--- config.mk ---
export PLATFORM = sky130hd
export DESIGN_NAME = inst_queue_id_flat
export DESIGN_NICKNAME = d
export VERILOG_FILES = /design/src/rtl/inst_queue_id_if.sv /design/src/rtl/inst_queue_id.sv /design/src/flat_wrapper.sv
export SDC_FILE = /design/constraint.sdc
export NUM_CORES = 1
export LEC_CHECK = 0
export ABC_AREA = 0
export BUFFER_PORTS_ARGS = -buffer_cell sky130_fd_sc_hd__buf_2
export CAP_MARGIN = 10
export CORE_MARGIN = 5
export CORE_UTILIZATION = 40
export DETAILED_ROUTE_END_ITERATION = 6
export PLACE_DENSITY = 0.61
export REMOVE_ABC_BUFFERS = 1
export SKIP_CTS_REPAIR_TIMING = 1
export SKIP_LAST_GASP = 1
export SYNTH_ARGS = -nofsm -noshare
export SYNTH_HDL_FRONTEND = slang
export SYNTH_SLANG_ARGS = --single-unit
--- constraint.sdc ---
create_clock -name clk -period 3.8 [get_ports clk]
set_input_delay 0.19 -clock clk [delete_from_list [all_inputs] [get_ports clk]]
set_output_delay 0.19 -clock clk [all_outputs]
set_load 0.01 [all_outputs]
--- src/rtl/inst_queue_id_if.sv ---
// rtl/inst_queue_id_if.sv - fetch/decode handshake bundle for the instruction queue
//
// Purpose: groups the fetch-side push channel, the decode-side head channel,
//          the flush request and the occupancy count into one bundle.
// Ports (signals):
//    flush         discard all queued entries
//    in_valid      fetch presents {in_pc, in_inst}
//    in_ready      queue can accept a push
//    in_pc         PC of the fetched instruction
//    in_inst       fetched instruction word
//    out_valid     head entry valid
//    out_ready     decode accepts the head
//    out_pc        head PC
//    out_inst      head instruction
//    out_imm16     head inst[15:0]
//    out_imm_sext  1 = sign-extend out_imm16, 0 = zero-extend
//    count         occupancy, 0..DEPTH
// Modports: master = fetch/decode side (testbench), slave = the queue.

interface inst_queue_id_if #(
   parameter int DEPTH = 4
);
   localparam int PTR_W = $clog2(DEPTH);

   logic             flush;
   logic             in_valid;
   logic             in_ready;
   logic [31:0]      in_pc;
   logic [31:0]      in_inst;
   logic             out_valid;
   logic             out_ready;
   logic [31:0]      out_pc;
   logic [31:0]      out_inst;
   logic [15:0]      out_imm16;
   logic             out_imm_sext;
   logic [PTR_W:0]   count;

   modport master (
      output flush, in_valid, in_pc, in_inst, out_ready,
      input  in_ready, out_valid, out_pc, out_inst, out_imm16, out_imm_sext, count
   );

   modport slave (
      input  flush, in_valid, in_pc, in_inst, out_ready,
      output in_ready, out_valid, out_pc, out_inst, out_imm16, out_imm_sext, count
   );
endinterface

--- src/rtl/inst_queue_id.sv ---
// rtl/inst_queue_id.sv - instruction queue between fetch and decode
//
// Purpose: buffers fetched {pc, inst} pairs in a DEPTH-entry circular queue
//          and presents the head to decode with the 16-bit immediate and its
//          extension select already decoded. Supports flush on redirect.
// Ports:
//    clk   rising-edge clock
//    rst   synchronous reset, active-high
//    q     inst_queue_id_if.slave: push channel, head channel, flush, count

module inst_queue_id #(
   parameter int DEPTH = 4
) (
   input  logic             clk,
   input  logic             rst,
   inst_queue_id_if.slave   q
);
   localparam int             PTR_W    = $clog2(DEPTH);
   localparam logic [PTR_W:0] FULL_CNT = (PTR_W + 1)'(DEPTH);
   localparam logic [PTR_W:0] ONE_CNT  = (PTR_W + 1)'(1);

   logic [31:0]      pc_mem   [DEPTH];
   logic [31:0]      inst_mem [DEPTH];
   logic             sext_mem [DEPTH];

   logic [PTR_W-1:0] wr_ptr;
   logic [PTR_W-1:0] rd_ptr;
   logic [PTR_W:0]   count_r;

   logic             in_ready;
   logic             out_valid;
   logic             push;
   logic             pop;
   logic             in_sext;

   // Ready is derived from the registered count only, so a pop in the same
   // cycle never opens a slot for a push while full.
   assign in_ready  = (count_r != FULL_CNT);
   assign out_valid = (count_r != '0);
   assign push      = q.in_valid & in_ready;
   assign pop       = out_valid & q.out_ready;

   // ANDI/ORI/XORI/LUI (opcodes 0011xx) use a zero-extended immediate;
   // every other opcode sign-extends.
   assign in_sext   = (q.in_inst[31:28] != 4'b0011);

   // Storage carries no reset: stale entries are masked by out_valid.
   always_ff @(posedge clk) begin
      if (push) begin
         pc_mem[wr_ptr]   <= q.in_pc;
         inst_mem[wr_ptr] <= q.in_inst;
         sext_mem[wr_ptr] <= in_sext;
      end
   end

   // Flush and reset share one effect and override any push/pop that cycle.
   always_ff @(posedge clk) begin
      if (rst || q.flush) begin
         wr_ptr  <= '0;
         rd_ptr  <= '0;
         count_r <= '0;
      end else begin
         if (push) begin
            wr_ptr <= wr_ptr + 1'b1;
         end
         if (pop) begin
            rd_ptr <= rd_ptr + 1'b1;
         end
         case ({push, pop})
            2'b10:   count_r <= count_r + ONE_CNT;
            2'b01:   count_r <= count_r - ONE_CNT;
            default: count_r <= count_r;
         endcase
      end
   end

   // Head outputs read straight from the rd_ptr entry; forced to a NOP
   // (all zero) whenever the queue is empty.
   always_comb begin
      q.out_pc       = '0;
      q.out_inst     = '0;
      q.out_imm16    = '0;
      q.out_imm_sext = 1'b0;
      if (out_valid) begin
         q.out_pc       = pc_mem[rd_ptr];
         q.out_inst     = inst_mem[rd_ptr];
         q.out_imm16    = inst_mem[rd_ptr][15:0];
         q.out_imm_sext = sext_mem[rd_ptr];
      end
   end

   assign q.in_ready  = in_ready;
   assign q.out_valid = out_valid;
   assign q.count     = count_r;

endmodule

--- src/flat_wrapper.sv ---
// flat-port wrapper written by rule: the top's interface ports become plain ports
module inst_queue_id_flat 
#(
   parameter int DEPTH = 4
)
  (clk, rst, q_flush, q_in_valid, q_in_pc, q_in_inst, q_out_ready, q_in_ready, q_out_valid, q_out_pc, q_out_inst, q_out_imm16, q_out_imm_sext, q_count);
  inst_queue_id_if #(.DEPTH(DEPTH)) q_i ();
  input  logic clk;
  input  logic rst;
  input wire logic [$bits(q_i.flush)-1:0] q_flush;
  input wire logic [$bits(q_i.in_valid)-1:0] q_in_valid;
  input wire logic [$bits(q_i.in_pc)-1:0] q_in_pc;
  input wire logic [$bits(q_i.in_inst)-1:0] q_in_inst;
  input wire logic [$bits(q_i.out_ready)-1:0] q_out_ready;
  output wire logic [$bits(q_i.in_ready)-1:0] q_in_ready;
  output wire logic [$bits(q_i.out_valid)-1:0] q_out_valid;
  output wire logic [$bits(q_i.out_pc)-1:0] q_out_pc;
  output wire logic [$bits(q_i.out_inst)-1:0] q_out_inst;
  output wire logic [$bits(q_i.out_imm16)-1:0] q_out_imm16;
  output wire logic [$bits(q_i.out_imm_sext)-1:0] q_out_imm_sext;
  output wire logic [$bits(q_i.count)-1:0] q_count;
  assign q_i.flush = q_flush;
  assign q_i.in_valid = q_in_valid;
  assign q_i.in_pc = q_in_pc;
  assign q_i.in_inst = q_in_inst;
  assign q_i.out_ready = q_out_ready;
  assign q_in_ready = q_i.in_ready;
  assign q_out_valid = q_i.out_valid;
  assign q_out_pc = q_i.out_pc;
  assign q_out_inst = q_i.out_inst;
  assign q_out_imm16 = q_i.out_imm16;
  assign q_out_imm_sext = q_i.out_imm_sext;
  assign q_count = q_i.count;
  inst_queue_id #(.DEPTH(DEPTH)) u_core (.clk(clk), .rst(rst), .q(q_i));
endmodule
# [After elaboration in Yosys (flattened, before gate mapping)]
# Memories as Yosys holds them, arrays and structs flattened. A register that Yosys moved wholly into a read port is not among the register bits.
# Cells that the tools add are included.
# Widths: inputs -> output; s select.
[op_classes] muxes=13 n_bitwise=2 n_eq_ne=4 n_reduce_logical=3 n_addsub=4
[op_table] operator="$mux 32" count=2
[op_table] operator="$mux 16" count=1
[op_table] operator="$mux 2" count=6
[op_table] operator="$pmux 3 s2" count=1
[op_table] operator="$add 2x1->2 const B" count=2
[op_table] operator="$ne 4x2->1 const B" count=1
[op_table] operator="$add 3x1->3 const B" count=1
[op_table] operator="$mux 1" count=3
[op_table] operator="$ne 3x3->1 const B" count=1
[op_table] operator="$reduce_bool 3->1" count=1
[op_table] operator="$sub 3x1->3 const B" count=1
[op_table] operator="$and 1x1->1" count=2
[op_table] operator="$eq 2x1->1 const B" count=1
[op_table] operator="$eq 2x2->1 const B" count=1
[op_table] operator="$reduce_bool 2->1" count=1
[op_table] operator="$logic_or 1x1->1" count=1
[totals] in_bits=69 output_inout_bits=86 ff_bits=7 mem_count=3 mem_bits_rw=260 elab_cells=32
[mem_list] memory="u_core.inst_mem" words=4 width=32 read_ports=1 rd_clocked_by_memory_dff=1 wr=1 line="inst_queue_id.sv:23" source="logic [31:0] inst_mem [DEPTH];"
[mem_list] memory="u_core.pc_mem" words=4 width=32 read_ports=1 rd_clocked_by_memory_dff=1 wr=1 line="inst_queue_id.sv:22" source="logic [31:0] pc_mem [DEPTH];"
[mem_list] memory="u_core.sext_mem" words=4 width=1 read_ports=1 rd_clocked_by_memory_dff=1 wr=1 line="inst_queue_id.sv:24" source="logic sext_mem [DEPTH];"

# [Logic depth before layout (Yosys ltp)]
# Gate-level depths: netlist of the first run.
[depth] ltp_word=4 mapped_depth=9 mapped_depth_nobuf=8

# [Worst setup path after synthesis of the first run]
# Ideal clock, no wire load.
[synth_timing] path_type="flip-flop to flip-flop" startpoint="register u_core.count_r[0] (netlist: u_core.q.count[0])" endpoint="memory u_core.inst_mem[0][0] (enable)" required_time_ns=3.370 path_buffers=1 t_arrival_ns=2.418 slack_ns=0.952 path_stages_with_launch=4 setup_ns=0.430 path_cell_list="dfxtp_1 -> or3b_1 -> clkbuf_1 -> and3_1"
[synth_between] elab_chain_cells=4
[synth_rtl] item="start, declared" line="inst_queue_id.sv:28" source="logic [PTR_W:0] count_r;"
[synth_rtl] item="start signal, assigned" line="inst_queue_id.sv:70" source="2'b10: count_r <= count_r + ONE_CNT;"
[synth_rtl] item="start signal, assigned" line="inst_queue_id.sv:71" source="2'b01: count_r <= count_r - ONE_CNT;"
[synth_rtl] item="start signal, assigned" line="inst_queue_id.sv:72" source="default: count_r <= count_r;"
[synth_rtl] item="$ne 3x3->1" line="inst_queue_id.sv:38" source="assign in_ready = (count_r != FULL_CNT);"
[synth_rtl] item="net q_in_ready" line="flat_wrapper.sv:15" source="output wire logic [$bits(q_i.in_ready)-1:0] q_in_ready;"
[synth_rtl] item="$and 1x1->1" line="inst_queue_id.sv:40" source="assign push = q.in_valid & in_ready;"
[synth_rtl] item="$mux 1" line="inst_queue_id.sv:49" source="if (push) begin"
[synth_rtl] item="$mux 1 (not written as such)" line="inst_queue_id.sv:51" source="inst_mem[wr_ptr] <= q.in_inst;"
[synth_rtl] item="end, declared" line="inst_queue_id.sv:23"
# The timed path passes the listed nets, and every way through them passes these cells.

==> metrics.md, run 1 <==
| Metric | Value |
|---|---|
| Status | `complete, no violations` |
| Worst hold path startpoint | `q_flush` |
| Syn Inst Count | `483` |
| DPL Wire Length | `11,200 µm` |
| Worst Hold End | `u_core.wr_ptr[1]` |
| Final GP Congestion | `0.718` |
| Bufs and invs on worst path | `2` |
| VDD IR-drop max | `0.342 mV` |
| Die ar. | `29,400 µm²` |
| CTS Sinks | `269` |
| Post-route cell area | `13,000 µm²` |
| Setup ws final | `1.05 ns` |
| CTS tree | `built` |
| Core Rows | `59` |
| Post-Syn Area | `10,400 µm²` |
| CORE AREA | `25,800 µm²` |
| CTS root buffer | `clkbuf_16` |
| Chip height | `171 µm` |
| Skew-Pair Late Insertion Delay | `0.53 ns` |
| Synth Warn # | `0` |
| I/O Pins | `155` |
| Clk slew on worst S/H paths | `0.06 ns` |
| Ant diodes | `0` |
| Worst R2R Start | `u_core.q.count[2]` |
| Max Fanout on Critical Path | `35` |
| Vias in the first global route | `5,561` |
| Cell area power density | `492 nW/µm²` |
| Period utilization | `72.4%` |
| Die Width | `171 µm` |
| R2r worst-path depth | `8` |
| Max-slew headroom | `27.8%` |
| Pre-Repair DR Iteration Count | `4` |
| DR vias | `5,231` |
| P&R area growth vs syn | `24.6%` |
| Synthesized flop and latch total | `269` |
| Sequential fraction of the synthesis area | `76.7%` |
| Effective utilization at floorplan | `40.3%` |
| Setup crit end kind | `primary output` |
| Hold-critical path depth | `4` |
| CP cell instances | `buf_12 -> mux4_2 -> and2_1 -> buf_2` |
| CP startpoint kind | `flop` |
| Post-layout util | `50.2%` |
| # setup viols final | `0` |
| Clk_skew | `0.0160 ns` |
| 1st-iter DRT viols | `333` |
| Leakage | `0.00457 µW` |
| Post-Place Cell Area | `11,400 µm²` |
| CP Data Required Time | `3.61 ns` |
| Worst r2r dst | `u_core.q.count[2]` |
| Largest stage delay on the critical path | `0.83 ns` |
| Post-placement worst setup slack | `1.31 ns` |
| Min Tclk post-route | `2.75 ns` |
| Longest Clk Path Bufs | `3` |
| Largest net degree at the start of global routing | `67` |
| Synthesized area per cell | `21.6 µm²` |
| Worst path top cell family by delay | `flip-flops` |
| Share of layout cells above drive strength 1 | `37.3%` |
| Synth unique cells | `24` |
| Placed cell count | `936` |
| DR WL/cell | `19.5 µm` |
| Vias per inst | `4.95` |
| First-pass GRT wire length | `30,900 µm` |
| Slowest cell on crit path | `dfxtp_4` |
| Hold Vio Cnt, Final | `0` |
| Remaining antenna violation count | `0` |
| Reg-to-reg slack, setup | `1.27 ns` |
| Port Buffers | `154` |
| Fmax | `0.363 GHz` |
| Remaining DRCs | `0` |
| Total CTS buffers | `29` |
| Critical path class | `flop to primary output` |
| Number of fillers in the final layout | `2,126` |
| Tot GR Track Use | `13.7%` |
| Worst slew pin tran | `1.08 ns` |
| RSZ-0062 raised after global routing | `false` |
| Wirelength, routed | `20,600 µm` |
| CTS H-tree depth | `1` |
| Non-Filler Instances | `1,056` |
| Initial antenna violation count | `1` |
| NumNets Final | `774` |
| Worst Path Arrival | `2.56 ns` |
| Hold/Removal Path Class | `primary input to flop` |
| MaxCap Viol Count | `0` |
| Final slew viol count | `0` |
| GRT Residual Overflow | `0` |
-- where the power goes --
part	switching [µW]	internal, µW
Sequential	24.7	3330
Combinational	207	202
Clock	1060	1560
-- cells by family after synthesis --
family	after synthesis	synth area share (%)
XOR/XNOR	4	0.336
AND/OR/NAND/NOR	87	4.92
flip-flops	269	76.7
buffers and inverters	45	2.71
adder cells (fa/ha/maj)	6	0.793
multiplexers	67	14.2
AO/OA/AOI/OAI	5	0.300
-- routing by layer --
metal | up-vias | GRT usage [%] | part of all wire, % | wire length (µm)
met2 | 161 | 23.3 | 50 | 10400
met5 | - | 0 | 0.053 | 11
met1 | 2686 | 17.9 | 42 | 8560
met3 | 34 | 3.68 | 6.2 | 1270
li1 | 2348 | - | - | -
met4 | 2 | 3.17 | 1.7 | 353
-- flip-flops by register name (all words and copies together), names as in the netlist, named ones only --
| name | flops |
|---|---|
| u_core.inst_mem | 128 |
| u_core.pc_mem | 128 |
| u_core.sext_mem | 4 |
| u_core.q.count | 3 |
| u_core.rd_ptr | 2 |
| u_core.wr_ptr | 2 |
-- cell type report --
| type | instances | area, µm² | share of cell area [%] |
|---|---|---|---|
| Multi-Input combinational cell | 169 | 2170 | 16.7 |
| Timing Repair Buffer | 224 | 1480 | 11.4 |
| Sequential cell | 269 | 8000 | 61.6 |
| Clock buffer | 39 | 773 | 5.96 |
| Inverter | 6 | 22.5 | 0.174 |
| Tap cell | 335 | 419 | 3.23 |
| Clock inverter | 14 | 123 | 0.945 |
-- Yosys cell counts --
| master | count | area share [%] |
|---|---|---|
| buf_6 | 6 | 0.65 |
| o21ai_0 | 1 | 0.048 |
| and2_1 | 65 | 3.9 |
| mux4_2 | 65 | 14 |
| mux2i_1 | 2 | 0.19 |
| xor2_1 | 4 | 0.34 |
| ha_1 | 5 | 0.60 |
| or3b_1 | 1 | 0.084 |
| nor2_1 | 8 | 0.29 |
| buf_2 | 7 | 0.34 |
| dfxtp_1 | 9 | 1.7 |
| a21oi_1 | 2 | 0.096 |
| nand2_1 | 5 | 0.18 |
| and3_1 | 4 | 0.24 |
| or2_2 | 1 | 0.060 |
| buf_4 | 16 | 1.2 |
| o31ai_1 | 1 | 0.072 |
| or3_1 | 2 | 0.12 |
| clkbuf_1 | 10 | 0.36 |
| inv_1 | 6 | 0.22 |
| nand3_1 | 1 | 0.048 |
| edfxtp_1 | 260 | 75 |
| o311ai_0 | 1 | 0.084 |
| fa_1 | 1 | 0.19 |
-- worst max-delay path by stage --
stage,from,end,slack (ns),cells after the start
after floorplan,flop,q_out_imm16[0],-0.03,2
after global placement,flop,q_out_inst[8],1.51,4
after detailed placement,u_core.q.count[2],u_core.q.count[2],1.31,8
after CTS,flop,q_out_inst[3],0.93,4
after global routing,flop,q_out_inst[3],0.84,4
final,flop,q_out_inst[3],1.05,4
-- placed cells by master, fill, tap and decap left out, drive strengths merged --
cell type	netlist	routed
edfxtp	260	260
buf	29	157
dlygate4sd3	0	67
mux4	65	65
and2	65	65
clkbuf	10	39
dfxtp	9	9
clkinv	0	9
nor2	8	8
inv	6	7
nand2	5	5
ha	5	5
and3	4	4
xor2	4	4
mux2i	2	2
a21oi	2	2
clkinvlp	0	2
bufinv	0	2
or3	2	2
o31ai	1	1
nand3	1	1
or3b	1	1
or2	1	1
o311ai	1	1
o21ai	1	1
fa	1	1
-- stage by stage --
step	hold slack (ns)	power (µW)	TNS (ns)
after floorplan	0.289	3600	-1.01
after global placement	0.398	3770	0
after detailed placement	0.408	3780	0
after CTS	-0.157	6420	0
after global routing	0.0396	6630	0
final	0.0272	6380	0
-- worst reg2reg max path, stage by stage (launching register included) --
cell	delay [ns]
dfxtp_1	0.42
or3b_1	0.48
nand2_1	0.21
ha_1	0.22
inv_1	0.07
fa_1	0.39
xor2_1	0.18
or3_1	0.32
a21oi_1	0.17
Note: power is estimated with default switching activity, not from simulation.
==> inputs of run 2 (changes only) <==
==> constraint.sdc (replaced) <==
create_clock -name clk -period 2.8 [get_ports clk]
set_input_delay 0.14 -clock clk [delete_from_list [all_inputs] [get_ports clk]]
set_output_delay 0.14 -clock clk [all_outputs]
set_load 0.01 [all_outputs]
==> metrics.md, run 2 (synthesis gave the netlist of run 1 again) <==
| Metric | Value |
|---|---|
| Total CTS buffers | `29 (unchanged)` |
| Initial antenna violation count | `0 (-1)` |
| Vias per inst | `4.91 (-0.94%)` |
| Worst hold path startpoint | `q_in_valid` |
| Top Registers | `u_core.inst_mem (128), u_core.pc_mem (128), u_core.sext_mem (4)` |
| Pre-Repair DR Iteration Count | `4 (unchanged)` |
| I/O Pins | `155 (unchanged)` |
| CTS root buffer | `clkbuf_16` |
| Tot GR Track Use | `13.9% (+0.14 points)` |
| Leakage | `0.00463 µW (+1.3%)` |
| Total power | `8580 µW (+34%)` |
| Max-slew headroom | `28.2% (+0.45 points)` |
| Setup TNS | `0 ns (unchanged)` |
| Share of layout cells above drive strength 1 | `38.5% (+1.2 points)` |
| Hold Vio Cnt, Final | `0 (unchanged)` |
| Min Tclk post-route | `2.53 ns` |
| # setup viols final | `0 (unchanged)` |
| Crit path from | `u_core.q.count[2]` |
| Port Buffers | `154 (unchanged)` |
| CP cell instances | `or3_2 -> and2_1 -> buf_2` |
| Cell area power density | `656 nW/µm² (+33%)` |
| Effective utilization at floorplan | `40.3% (unchanged)` |
| Clk_skew | `0.0151 ns (-0.000879 ns)` |
| Wirelength, routed | `20,900 µm (+1.5%)` |
| Bufs and invs on worst path | `1 (-1)` |
| Slowest cell on crit path | `or3_2` |
| Final slew viol count | `0 (unchanged)` |
| Hold-critical path depth | `3 (-1)` |
| 1st-iter DRT viols | `239 (-28%)` |
| Largest stage delay on the critical path | `0.95 ns (+0.12 ns)` |
| Stages on worst setup path | `3 (-1)` |
| Placed cell count | `946 (+1.1%)` |
| Core Rows | `59 (unchanged)` |
| GRT Residual Overflow | `0 (unchanged)` |
| MaxCap Viol Count | `0 (unchanged)` |
| Non-Filler Instances | `1,063 (+0.66%)` |
| RSZ-0062 raised after global routing | `false` |
| Worst slew pin tran | `1.08 ns (-0.00670 ns)` |
| Die ar. | `29,400 µm² (unchanged)` |
| Period utilization | `90.3%` |
| Die Width | `171 µm (unchanged)` |
| R2r worst-path depth | `8 (unchanged)` |
| CTS tree | `built` |
| Status | `complete, no violations` |
| CORE AREA | `25,800 µm² (unchanged)` |
| Worst R2R Start | `u_core.q.count[2]` |
| CP Data Required Time | `2.66 ns (-0.95 ns)` |
| Chip height | `171 µm (unchanged)` |
| Ant diodes | `0 (unchanged)` |
| Hold/Removal Path Class | `primary input to flop` |
| Largest net degree at the start of global routing | `67 (unchanged)` |
| CTS H-tree depth | `1 (unchanged)` |
| Vias in the first global route | `5,517 (-0.79%)` |
| Remaining DRCs | `0 (unchanged)` |
| Setup ws final | `0.270 ns (-0.778 ns)` |
| CP startpoint kind | `flop` |
| Max Fanout on Critical Path | `66 (+89%)` |
| NumNets Final | `784 (+1.3%)` |
| Remaining antenna violation count | `0 (unchanged)` |
| Commonest non-fill, non-tap cell in the layout | `edfxtp_1` |
| Fmax | `0.395 GHz` |
| Longest Clk Path Bufs | `3 (unchanged)` |
| Final GP Congestion | `0.718 (about the same)` |
| Worst Path Arrival | `2.39 ns (-0.17 ns)` |
| DR vias | `5,216 (-0.29%)` |
| Skew-Pair Late Insertion Delay | `0.54 ns (about the same)` |
| VDD IR-drop max | `0.494 mV (+44%)` |
| Worst path top cell family by delay | `simple AND/OR/NAND/NOR gates` |
| Clk slew on worst S/H paths | `0.06 ns (about the same)` |
| P&R area growth vs syn | `25.5%` |
| Critical path class | `flop to primary output` |
| First-pass GRT wire length | `31,300 µm (+1.5%)` |
| DR WL/cell | `19.7 µm (+0.87%)` |
| CTS Sinks | `269 (unchanged)` |
| DPL Wire Length | `12,500 µm (+11%)` |
| Post-placement worst setup slack | `0.369 ns (-0.941 ns)` |
| Setup crit end kind | `primary output` |
| Commonest non-fill, non-tap cells in the layout | `edfxtp_1 (260), buf_2 (154), dlygate4sd3_1 (67)` |
==> run 2: changes by cell type in the layout (fill, tap and decap cells not counted), moves of 2 or more <==
cell / delta
buf_12: +4
bufinv_16: -2
buf_4: +6
clkbuf_8: +4
clkbuf_1: -3
==> run 2: metal layers <==
layer / up-vias / part of all wire (%) / GRT usage [%]
met5: - / 0 / 0
met4: 0 / 2.6 / 3.75
met3: 39 / 5.3 / 3.98
met2: 135 / 51 / 24.1
met1: 2671 / 41 / 17.1
li1: 2371 / - / -
==> run 2: path summary, 6_finish.rpt <==
check | slack, ns | to
hold / removal | 0.02 | u_core.wr_ptr[0]
setup / recovery | 0.27 | q_out_imm16[2]
hold reg to reg | 0.51 | u_core.wr_ptr[1]
setup reg to reg | 0.36 | u_core.q.count[2]
==> run 2: cell type report <==
cell class,instances,area [µm²]
tap,335,419
clock buffer,40,817
clock inverter,10,55.1
timing repair buffer,234,1600
sequential,269,8000
multi-input combinational,169,2170
fill,2128,12800
inverter,6,22.5
==> run 2: metrics by stage <==
step / util, % / hold slack [ns] / instance area (µm²)
after floorplan: - / 0.239 / 10200
after global placement: 44.6 / 0.349 / 11500
after detailed placement: 44.6 / 0.357 / 11500
after CTS: 48.0 / -0.217 / 12400
after global routing: 50.6 / 0.0227 / 13100
final: 50.6 / 0.0180 / 13100
==> run 2: tightest hold or removal path, cell delays in order <==
cell     delay, ns
buf_2         0.13
nand2_1       0.15
mux2i_1       0.09
==> run 2: where the power goes <==
| group | switching, µW | leakage [µW] | internal [µW] | total, µW |
|---|---|---|---|---|
| Combinational | 282 | 0.00174 | 281 | 563 |
| Sequential | 28.9 | 0.00246 | 4520 | 4550 |
| Clock | 1440 | 0.000427 | 2020 | 3460 |
==> inputs of run 3 (changes only) <==
--- a/config.mk
+++ b/config.mk
@@ -11,7 +11,7 @@
 export CORE_MARGIN = 5
 export CORE_UTILIZATION = 40
 export DETAILED_ROUTE_END_ITERATION = 6
-export PLACE_DENSITY = 0.61
+export PLACE_DENSITY = 0.65
 export REMOVE_ABC_BUFFERS = 1
 export SKIP_CTS_REPAIR_TIMING = 1
 export SKIP_LAST_GASP = 1
==> metrics.md, run 3 (synthesis gave the netlist of run 1 again) <==
| Metric | Value |
|---|---|
| CTS H-tree depth | `1 (unchanged)` |
| Total power | `8800 µW (+2.6%)` |
| Remaining DRCs | `0 (unchanged)` |
| Vias in the first global route | `5,424 (-1.7%)` |
| Top Registers | `u_core.inst_mem (128), u_core.pc_mem (128), u_core.sext_mem (4)` |
| Number of fillers in the final layout | `2,109 (-0.89%)` |
| Chip height | `171 µm (unchanged)` |
| Largest net degree at the start of global routing | `67 (unchanged)` |
| Longest Clk Path Bufs | `3 (unchanged)` |
| DPL Wire Length | `12,300 µm (-1.6%)` |
| CTS tree | `built` |
| Critical path class | `flop to primary output` |
| CORE AREA | `25,800 µm² (unchanged)` |
| Effective utilization at floorplan | `40.3% (unchanged)` |
| Final slew viol count | `0 (unchanged)` |
| Status | `complete, no violations` |
| Commonest non-fill, non-tap cells in the layout | `edfxtp_1 (260), buf_2 (154), dlygate4sd3_1 (67)` |
| Worst slew pin tran | `1.10 ns (+0.0222 ns)` |
| Core Rows | `59 (unchanged)` |
| Most Used Layer, Global Route | `met2` |
| Placed cell count | `947 (+0.11%)` |
| Tot GR Track Use | `13.5% (-0.38 points)` |
| Fmax | `0.394 GHz (-0.25%)` |
| I/O Pins | `155 (unchanged)` |
| CTS Sinks | `269 (unchanged)` |
| Max-slew headroom | `26.8% (-1.5 points)` |
| P&R area growth vs syn | `26.6%` |
| Remaining antenna violation count | `0 (unchanged)` |
| Die ar. | `29,400 µm² (unchanged)` |
| # setup viols final | `0 (unchanged)` |
| Final GP Congestion | `0.762 (+6.3%)` |
| Initial antenna violation count | `0 (unchanged)` |
| GRT Residual Overflow | `0 (unchanged)` |
| DR WL/cell | `19.1 µm (-2.9%)` |
| 1st-iter DRT viols | `314 (+31%)` |
| Hold Vio Cnt, Final | `0 (unchanged)` |
| Period utilization | `90.6% (+0.22 points)` |
| Port Buffers | `154 (unchanged)` |
| Non-Filler Instances | `1,065 (+0.19%)` |
| Vias per inst | `4.89 (-0.38%)` |
| NumNets Final | `784 (unchanged)` |
| Share of layout cells above drive strength 1 | `39.0% (+0.58 points)` |
| Pre-Repair DR Iteration Count | `5 (+1)` |
| Skew-Pair Late Insertion Delay | `0.53 ns (about the same)` |
| Met2 usage | `22.8% (-1.3 points)` |
| Setup crit end kind | `primary output` |
| Ant diodes | `0 (unchanged)` |
| DR vias | `5,206 (-0.19%)` |
| Clk slew on worst S/H paths | `0.06 ns (about the same)` |
| CP startpoint kind | `flop` |
| CTS root buffer | `clkbuf_16` |
| GRT met1 Usage | `17.7% (+0.60 points)` |
| MaxCap Viol Count | `0 (unchanged)` |
| Leakage | `0.00467 µW (+0.95%)` |
| Commonest non-fill, non-tap cell in the layout | `edfxtp_1` |
| First-pass GRT wire length | `30,700 µm (-2.1%)` |
| VDD IR-drop max | `0.417 mV (-16%)` |
| RSZ-0062 raised after global routing | `false` |
| Hold/Removal Path Class | `primary input to flop` |
| Min Tclk post-route | `2.54 ns (+0.00623 ns)` |
| CP Data Required Time | `2.66 ns (about the same)` |
| GR Layer Usage met3 | `3.40% (-0.57 points)` |
| Max Fanout on Critical Path | `66 (unchanged)` |
| Cell area power density | `668 nW/µm² (+1.8%)` |
| Total CTS buffers | `28 (-3.4%)` |
| Die Width | `171 µm (unchanged)` |
| Wirelength, routed | `20,300 µm (-2.7%)` |
| Clk_skew | `0.00979 ns (-0.00529 ns)` |
| Worst Path Arrival | `2.40 ns (about the same)` |
[run 3: cell count changes in the layout (fill, tap and decap cells not counted), moves of 2 or more]
cell | previous run | this run
clkbuf_1 | 6 | 3
bufinv_16 | 0 | 3
clkinv_4 | 1 | 6
clkbuf_8 | 5 | 0
buf_12 | 5 | 7
[run 3: path summary, 6_finish.rpt]
path | start | end | slack [ns] | depth (start not counted)
max | u_core.q.count[0] | q_out_inst[14] | 0.26 | 3
min | q_in_valid | u_core.wr_ptr[1] | 0.02 | 3
max reg2reg | u_core.q.count[2] | u_core.q.count[2] | 0.35 | 8
min reg2reg | u_core.wr_ptr[1] | u_core.wr_ptr[1] | 0.51 | 2
[run 3: area by class of cell]
cell class	count	area [µm²]	area share, %
clock inverter	19	209	1.58
multi-input combinational	169	2170	16.4
clock buffer	32	737	5.59
inverter	6	22.5	0.171
timing repair buffer	235	1630	12.4
sequential	269	8000	60.6
tap	335	419	3.18
[run 3: metrics by stage]
step / area (µm²) / TNS (ns) / hold WS, ns / utilization [%] / setup slack (ns)
final: 13200 / 0 / 0.0214 / 51.0 / 0.264
after global routing: 13200 / 0 / 0.0218 / 51.0 / 0.0962
after CTS: 12500 / 0 / -0.208 / 48.4 / 0.162
after detailed placement: 11600 / 0 / 0.358 / 44.8 / 0.405
after global placement: 11600 / 0 / 0.349 / 44.8 / 0.531
after floorplan: 10200 / -77.69 / 0.239 / - / -0.982
[run 3: critical path, cell delays in order, from the launching register on]
cell and delay [ns]:
dfxtp_1 0.37, or3_2 0.95, and2_1 0.37, buf_2 0.15
[run 3: layer usage]
layer  wire [µm]  vias to the layer above
met2       10400                      139
met3        1130                       31
met5           0                        -
met4         359                        0
li1            -                     2375
met1        8480                     2661
[run 3: where the power goes]
group	switching (µW)	leakage [µW]	total [µW]	internal [µW]
Clock	1500	0.000458	3690	2190
Sequential	27.4	0.00246	4550	4520
Combinational	283	0.00175	567	283
Total	1810	0.00467	8800	6990
